**src/rtl/avg_window_feed_if.sv**
```systemverilog
// avg_window_feed_if: sample/feedback bundle for the windowed averager.
// The master side supplies samples, window length, overrun clear and the
// divider's quotient. The slave side (the averager) returns the divider
// operands and the average with its status flags.
//
// Handshake: there is no back-pressure. A sample is consumed on every
// rising clk edge where sample_valid is high. avg_valid is a one-cycle
// pulse qualifying avg_out. dividend/divisor are level outputs that only
// change when a completed window is launched toward the divider.
interface avg_window_feed_if;
  logic signed [15:0] sample_in;
  logic               sample_valid;
  logic [15:0]        win_len;
  logic               ovr_clr;
  logic [31:0]        dividend;
  logic [15:0]        divisor;
  logic [31:0]        quotient;
  logic signed [15:0] avg_out;
  logic               avg_valid;
  logic               busy;
  logic               overrun;

  modport master (
    output sample_in, sample_valid, win_len, ovr_clr, quotient,
    input  dividend, divisor, avg_out, avg_valid, busy, overrun
  );

  modport slave (
    input  sample_in, sample_valid, win_len, ovr_clr, quotient,
    output dividend, divisor, avg_out, avg_valid, busy, overrun
  );
endinterface

```
**src/rtl/avg_window_feed.sv**
```systemverilog
// avg_window_feed: windowed sample averager feeding a shift-subtract divider.
// Signed 16-bit samples are summed over a programmable window. A finished
// window is launched to the divider as a stable dividend/divisor pair; after
// SETTLE cycles the divider's quotient is captured and emitted as a one-cycle
// valid average. Accumulation keeps running while the divider is busy, so a
// window that completes during the wait is dropped and flagged as overrun.
//
// Optional feature macro: AVG_ROUND_EN
//   defined   - launched dividend is biased by len>>1 away from zero so the
//               truncating divider rounds to nearest, ties away from zero.
//   undefined - launched dividend is the raw sum (truncation toward zero).
//
// SETTLE must be at least 36: the divider needs 35 edges after an operand
// change before its quotient is valid.
module avg_window_feed #(
  parameter int unsigned SETTLE = 40
) (
  input  logic            clk,
  input  logic            rst,
  avg_window_feed_if.slave bus,
  output logic            state_dbg
);

  localparam int unsigned WCW      = $clog2(SETTLE + 1);
  localparam logic [WCW-1:0] SETTLE_W = WCW'(SETTLE);

  typedef enum logic {
    S_IDLE = 1'b0,
    S_WAIT = 1'b1
  } state_t;

  state_t state, state_n;

  // Accumulation side
  logic [31:0] acc;
  logic [15:0] cnt;
  logic [15:0] len;

  // Divider wait counter; counts edges since launch
  logic [WCW-1:0] wc;

  // Combinational helpers
  logic [15:0] wl_sat;
  logic [15:0] eff_len;
  logic [31:0] sum_full;
  logic [31:0] half_len;
  logic [31:0] launch_sum;
  logic        last;
  logic        capture;
  logic        launch;
  logic        drop;

  // Upper quotient bits are never needed: the average always fits 16 bits.
  logic unused_quotient_hi;
  assign unused_quotient_hi = ^bus.quotient[31:16];

  assign state_dbg = state;
  assign bus.busy  = (state == S_WAIT);

  // Window bookkeeping: effective length, running sum and launch decisions.
  // While cnt is 0 a new window is about to start, so the length comes
  // straight from win_len; afterwards the latched copy is used.
  always_comb begin
    wl_sat   = (bus.win_len == 16'd0) ? 16'd1 : bus.win_len;
    eff_len  = (cnt == 16'd0) ? wl_sat : len;
    sum_full = acc + {{16{bus.sample_in[15]}}, bus.sample_in};
    half_len = {17'd0, eff_len[15:1]};
    last     = bus.sample_valid && (cnt == (eff_len - 16'd1));
    capture  = (state == S_WAIT) && (wc == SETTLE_W);
    launch   = last && ((state == S_IDLE) || capture);
    drop     = last && !launch;
  end

  // Dividend presented at launch; optional bias turns truncation into rounding.
  always_comb begin
`ifdef AVG_ROUND_EN
    launch_sum = sum_full[31] ? (sum_full - half_len) : (sum_full + half_len);
`else
    launch_sum = sum_full;
`endif
  end

  // Wait-state FSM next-state logic.
  always_comb begin
    state_n = state;
    case (state)
      S_IDLE: if (launch) state_n = S_WAIT;
      S_WAIT: if (capture && !launch) state_n = S_IDLE;
      default: state_n = S_IDLE;
    endcase
  end

  // Wait-state FSM register.
  always_ff @(posedge clk or posedge rst) begin
    if (rst) state <= S_IDLE;
    else     state <= state_n;
  end

  // Accumulator, sample count and latched window length.
  always_ff @(posedge clk or posedge rst) begin
    if (rst) begin
      acc <= 32'd0;
      cnt <= 16'd0;
      len <= 16'd1;
    end else if (bus.sample_valid) begin
      if (last) begin
        acc <= 32'd0;
        cnt <= 16'd0;
        len <= wl_sat;
      end else begin
        acc <= sum_full;
        cnt <= cnt + 16'd1;
        len <= eff_len;
      end
    end else if (cnt == 16'd0) begin
      len <= wl_sat;
    end
  end

  // Divider operands: only touched when a window is launched, so they stay
  // stable for the full divider latency.
  always_ff @(posedge clk or posedge rst) begin
    if (rst) begin
      bus.dividend <= 32'd0;
      bus.divisor  <= 16'd1;
    end else if (launch) begin
      bus.dividend <= launch_sum;
      bus.divisor  <= eff_len;
    end
  end

  // Wait counter: restarts at 1 on launch, free-runs while waiting.
  always_ff @(posedge clk or posedge rst) begin
    if (rst)                  wc <= '0;
    else if (launch)          wc <= WCW'(1);
    else if (state == S_WAIT) wc <= wc + WCW'(1);
  end

  // Quotient capture and the one-cycle valid pulse.
  always_ff @(posedge clk or posedge rst) begin
    if (rst) begin
      bus.avg_out   <= 16'sd0;
      bus.avg_valid <= 1'b0;
    end else begin
      bus.avg_valid <= capture;
      if (capture) bus.avg_out <= bus.quotient[15:0];
    end
  end

  // Sticky overrun flag; a new drop outranks a simultaneous clear.
  always_ff @(posedge clk or posedge rst) begin
    if (rst)              bus.overrun <= 1'b0;
    else if (drop)        bus.overrun <= 1'b1;
    else if (bus.ovr_clr) bus.overrun <= 1'b0;
  end

endmodule

```
**src/flat_wrapper.sv**
```systemverilog
// flat-port wrapper written by rule: the top's interface ports become plain ports
module avg_window_feed_flat 
#(
  parameter int unsigned SETTLE = 40
)
  (clk, rst, state_dbg, bus_sample_in, bus_sample_valid, bus_win_len, bus_ovr_clr, bus_quotient, bus_dividend, bus_divisor, bus_avg_out, bus_avg_valid, bus_busy, bus_overrun);
  avg_window_feed_if bus_i ();
  input  logic clk;
  input  logic rst;
  output logic state_dbg;
  input wire logic [$bits(bus_i.sample_in)-1:0] bus_sample_in;
  input wire logic [$bits(bus_i.sample_valid)-1:0] bus_sample_valid;
  input wire logic [$bits(bus_i.win_len)-1:0] bus_win_len;
  input wire logic [$bits(bus_i.ovr_clr)-1:0] bus_ovr_clr;
  input wire logic [$bits(bus_i.quotient)-1:0] bus_quotient;
  output wire logic [$bits(bus_i.dividend)-1:0] bus_dividend;
  output wire logic [$bits(bus_i.divisor)-1:0] bus_divisor;
  output wire logic [$bits(bus_i.avg_out)-1:0] bus_avg_out;
  output wire logic [$bits(bus_i.avg_valid)-1:0] bus_avg_valid;
  output wire logic [$bits(bus_i.busy)-1:0] bus_busy;
  output wire logic [$bits(bus_i.overrun)-1:0] bus_overrun;
  assign bus_i.sample_in = bus_sample_in;
  assign bus_i.sample_valid = bus_sample_valid;
  assign bus_i.win_len = bus_win_len;
  assign bus_i.ovr_clr = bus_ovr_clr;
  assign bus_i.quotient = bus_quotient;
  assign bus_dividend = bus_i.dividend;
  assign bus_divisor = bus_i.divisor;
  assign bus_avg_out = bus_i.avg_out;
  assign bus_avg_valid = bus_i.avg_valid;
  assign bus_busy = bus_i.busy;
  assign bus_overrun = bus_i.overrun;
  avg_window_feed #(.SETTLE(SETTLE)) u_core (.clk(clk), .rst(rst), .bus(bus_i), .state_dbg(state_dbg));
endmodule
```
**config.mk**
```make
export PLATFORM = sky130hd
export DESIGN_NAME = avg_window_feed_flat
export DESIGN_NICKNAME = d
export VERILOG_FILES = /design/src/rtl/avg_window_feed_if.sv /design/src/rtl/avg_window_feed.sv /design/src/flat_wrapper.sv
export SDC_FILE = /design/constraint.sdc
export NUM_CORES = 1
export LEC_CHECK = 0
export BUFFER_PORTS_ARGS = -buffer_cell sky130_fd_sc_hd__buf_4
export CAP_MARGIN = 20
export CORE_AREA = 2 2 119 121
export CTS_CLUSTER_SIZE = 8
export DETAILED_ROUTE_END_ITERATION = 8
export DIE_AREA = 0 0 121 123
export GPL_TIMING_DRIVEN = 1
export PLACE_DENSITY = 0.94
export SYNTH_ARGS = -nofsm -noshare
export SYNTH_HDL_FRONTEND = slang
export SYNTH_SLANG_ARGS = --single-unit
```
**constraint.sdc**
```tcl
create_clock -name clk -period 12.9 [get_ports clk]
set_input_delay 0.645 -clock clk [delete_from_list [all_inputs] [get_ports clk]]
set_output_delay 0.645 -clock clk [all_outputs]
set_load 0.01 [all_outputs]
```
==> reports/summary.log <==
INFO  critical_path  flop2flop_setup_slack=6.40ns
INFO  global_route   overflow=0
INFO  critical_path  crit_path_max_fanout=53
INFO  logic_synthesis synth-main-ff-cell=sky130_fd_sc_hd__dfrtp_1
INFO  critical_path  critPathLaunch=u_core.cnt[0]
INFO  die            fp.coreArea=13600squm
INFO  logic_synthesis postSynth.asyncResetShare=1.00
INFO  logic_synthesis yosysTopAreaCellShare=0.409
INFO  critical_path  regToRegEndpoint=u_core.bus.dividend[5]
INFO  die            initial_core_util=0.606
INFO  route          drt_drc_violations_left=0
INFO  final_layout   drive_above_1_share=0.195
INFO  placed_design  detailed_place.area=9220squm
INFO  final_layout   diodes=0
INFO  route          routed_via_density=6.10
INFO  die            rows=43
INFO  final_layout   stdcell_area=9910squm
INFO  clock_network  clock_latency=0.43ns
INFO  clock_network  tritoncts_num_sinks=137
INFO  logic_synthesis ys_ff_latch=137
INFO  die            num_io_pins=136
INFO  timing         rsz0062_at_grt=no
INFO  final_layout   filler_cell_count=913
INFO  clock_network  tritoncts=yes
INFO  timing         maxSlewHeadroom=0.335
INFO  power_and_ir_drop peakVddDrop=0.138mV
INFO  placed_design  number_of_placed_cells_counting_well_taps=1124
INFO  run            maxCapViolations=0
INFO  timing         timing_worst_slew_pin_value=0.997ns
INFO  critical_path  worstSetupStartpointType=register
INFO  timing         final-setup-viol-count=0
INFO  logic_synthesis synth_area_per_inst=9.64squm
INFO  route          drt-total-wl=20.8mm
INFO  clock_network  cts.reportedPaths.clkPinSlew=0.06ns
INFO  global_route   global_route.usage.total=0.285
INFO  clock_network  cts_inserted_buffers=17
INFO  timing         timing.fmax=0.154GHz
INFO  logic_synthesis synth_area=8250squm
INFO  die            fp.dieArea=14900squm
INFO  critical_path  timing.rr.start=u_core.cnt[0]
INFO  global_route   grt_max_degree=75
INFO  critical_path  rr_worst_depth=17
INFO  logic_synthesis synth-edff-count=0
INFO  final_layout   syn_to_final_growth=20.2%
INFO  global_route   wire_length_of_the_first_global_routing_pass=33.6mm
INFO  power_and_ir_drop power_density=176nW/um^2
INFO  final_layout   final_common_cell=sky130_fd_sc_hd__dfrtp_1
INFO  route          first_iter_violations=693
INFO  final_layout   layout.cells.most_common_list=135 x sky130_fd_sc_hd__dfrtp_1, 123 x sky130_fd_sc_hd__buf_4, 101 x sky130_fd_sc_hd__nand2_1
INFO  logic_synthesis syn_nets=961
INFO  timing         hold_viol_final=0
INFO  logic_synthesis mapped_cells=856
INFO  timing         timing_max_transition_violations_final=0
INFO  placed_design  globalplace.congestion=0.967
INFO  status         run_status=finished clean
INFO  power_and_ir_drop cellLeakagePower=0.00472uW
INFO  critical_path  data_arrival_time_of_the_worst_path=6.80ns
INFO  global_route   initial_antenna_violation_count=0
INFO  worst_hold_path hp-class=in2async
INFO  logic_synthesis synth-warning-count=0
INFO  route          drt.antenna.violating_nets=0
INFO  timing         final_period_utilization=0.504
INFO  die            die_height=123microns
INFO  critical_path  crit_end=u_core.bus.dividend[5]
INFO  final_layout   fin_nets=1068
INFO  clock_network  hold_buffers=0
INFO  placed_design  place.port_buffers=119
INFO  route          wl_per_cell=18.0microns
INFO  die            die_x=121microns
INFO  route          num_vias=7045
INFO  timing         setup-tns-final=0ns
INFO  route          detail_route.first_pass.iterations=5
INFO  critical_path  worstSetupPathType=reg2reg
INFO  logic_synthesis synth_sequential_area_ratio=0.416
INFO  timing         period_minus_slack=6.50ns
INFO  logic_synthesis synth_top_area_cell=sky130_fd_sc_hd__dfrtp_1
INFO  logic_synthesis synthDistinctLibCells=73
INFO  clock_network  ctsLongestPathBuffers=2
INFO  global_route   via_count_of_the_first_global_routing_pass=6921
INFO  clock_network  cts_htree_levels=4
INFO  clock_network  root_driver=sky130_fd_sc_hd__clkbuf_16
INFO  clock_network  cts_repair_resize_count=0
INFO  placed_design  post-dp-hpwl=13.9mm
INFO  critical_path  worst_setup_path_end_kind=register
INFO  final_layout   postLayoutCoreUtil=0.728
INFO  timing         clock_skew=0.00710ns
INFO  clock_network  post_cts_buffers=0
INFO  logic_synthesis post_synth_main_area_contributors=sky130_fd_sc_hd__dfrtp_1 41%, sky130_fd_sc_hd__ha_1 5.5%, sky130_fd_sc_hd__xnor2_1 4.8%
INFO  final_layout   post_layout_nonfiller_instances=1155
INFO  critical_path  cp_data_required_time=13.20ns
==> routing by layer <==
| layer | up-vias | global-route usage | share of wire |
|---|---|---|---|
| met4 | 0 | 0.113 | 0.022 |
| met1 | 3443 | 0.356 | 0.41 |
| met5 | - | 0 | 0 |
| met2 | 307 | 0.482 | 0.50 |
| met3 | 53 | 0.0646 | 0.065 |
| li1 | 3242 | - | - |
==> kinds of logic after synthesis <==
kind of cell               synth area share
and+or+nand+nor                       0.172
AOI/OAI and AO/OA                     0.126
DFF                                   0.416
buffers and inverters                0.0509
muxes                                 0.112
xor gates and xnor gates             0.0658
adders and majority gates            0.0570
==> how the worst min path moves through the flow <==
stage / start / to / slack [ns] / cells after the start
2_1_floorplan: u_core.acc[22] / u_core.acc[22] / 0.46 / 1
3_3_place_gp: u_core.bus.divisor[0] / u_core.bus.divisor[0] / 0.46 / 2
3_5_place_dp: u_core.bus.divisor[0] / u_core.bus.divisor[0] / 0.46 / 2
4_1_cts: rst / u_core.bus.busy / 0.35 / 2
5_1_grt: rst / u_core.bus.overrun / 0.39 / 2
6_report: rst / u_core.bus.overrun / 0.32 / 2
==> flip-flops by register name, indices dropped and copies added (netlist names) <==
name                  count
u_core.bus.divisor       16
u_core.bus.busy           1
u_core.bus.avg_out       16
u_core.bus.avg_valid      1
u_core.wc                 6
u_core.bus.overrun        1
u_core.cnt               16
u_core.len               16
u_core.bus.dividend      32
u_core.acc               32
==> cells in the mapped netlist, drive strengths merged, types with 14 or more instances <==
library cell / count
a21oi: 34
and2: 19
buf: 19
clkbuf: 16
dfrtp: 135
ha: 36
inv: 62
mux2: 52
mux2i: 34
nand2: 101
nand3: 37
nand4: 14
nor2: 31
nor3: 19
o21ai: 49
xnor2: 45
xor2: 17
==> through the flow <==
stage | total power [uW] | hold WS (ns) | setup slack (ns)
2_1_floorplan | 1010 | 0.459 | 8.54
3_3_place_gp | 1110 | 0.456 | 6.60
3_5_place_dp | 1140 | 0.464 | 6.56
4_1_cts | 1730 | 0.349 | 6.49
5_1_grt | 1830 | 0.391 | 6.09
6_report | 1740 | 0.325 | 6.40
==> worst max-delay path, stage by stage (launching register included) <==
cell and delay (ns):
sky130_fd_sc_hd__dfrtp_1 0.43, sky130_fd_sc_hd__inv_1 0.15, sky130_fd_sc_hd__ha_1 0.17, sky130_fd_sc_hd__nor4b_4 0.26, sky130_fd_sc_hd__and4_1 0.92, sky130_fd_sc_hd__mux2i_1 0.64
sky130_fd_sc_hd__ha_1 0.32, sky130_fd_sc_hd__or3b_2 0.52, sky130_fd_sc_hd__nor4bb_1 0.29, sky130_fd_sc_hd__mux2i_1 0.10, sky130_fd_sc_hd__o22ai_1 0.18, sky130_fd_sc_hd__mux2i_1 0.13
sky130_fd_sc_hd__nor4b_1 0.33, sky130_fd_sc_hd__nand4_2 0.15, sky130_fd_sc_hd__buf_4 0.34, sky130_fd_sc_hd__a21oi_4 0.37, sky130_fd_sc_hd__buf_4 0.62, sky130_fd_sc_hd__mux2_1 0.40
==> layout make-up <==
class	instances	area (sq um)	share of cell area
multi-input combinational	621	4400	0.444
sequential	137	3430	0.346
timing repair buffer	123	923	0.0931
clock buffer	21	480	0.0485
inverter	63	241	0.0244
tap	180	225	0.0227
clock inverter	10	213	0.0215
==> where the power goes <==
group | switching, uW | internal (uW) | total (uW)
sequential | 56.9 | 491 | 548
combinational | 357 | 267 | 624
clock | 187 | 383 | 570
No activity file was read; power rests on OpenSTA's default activity.
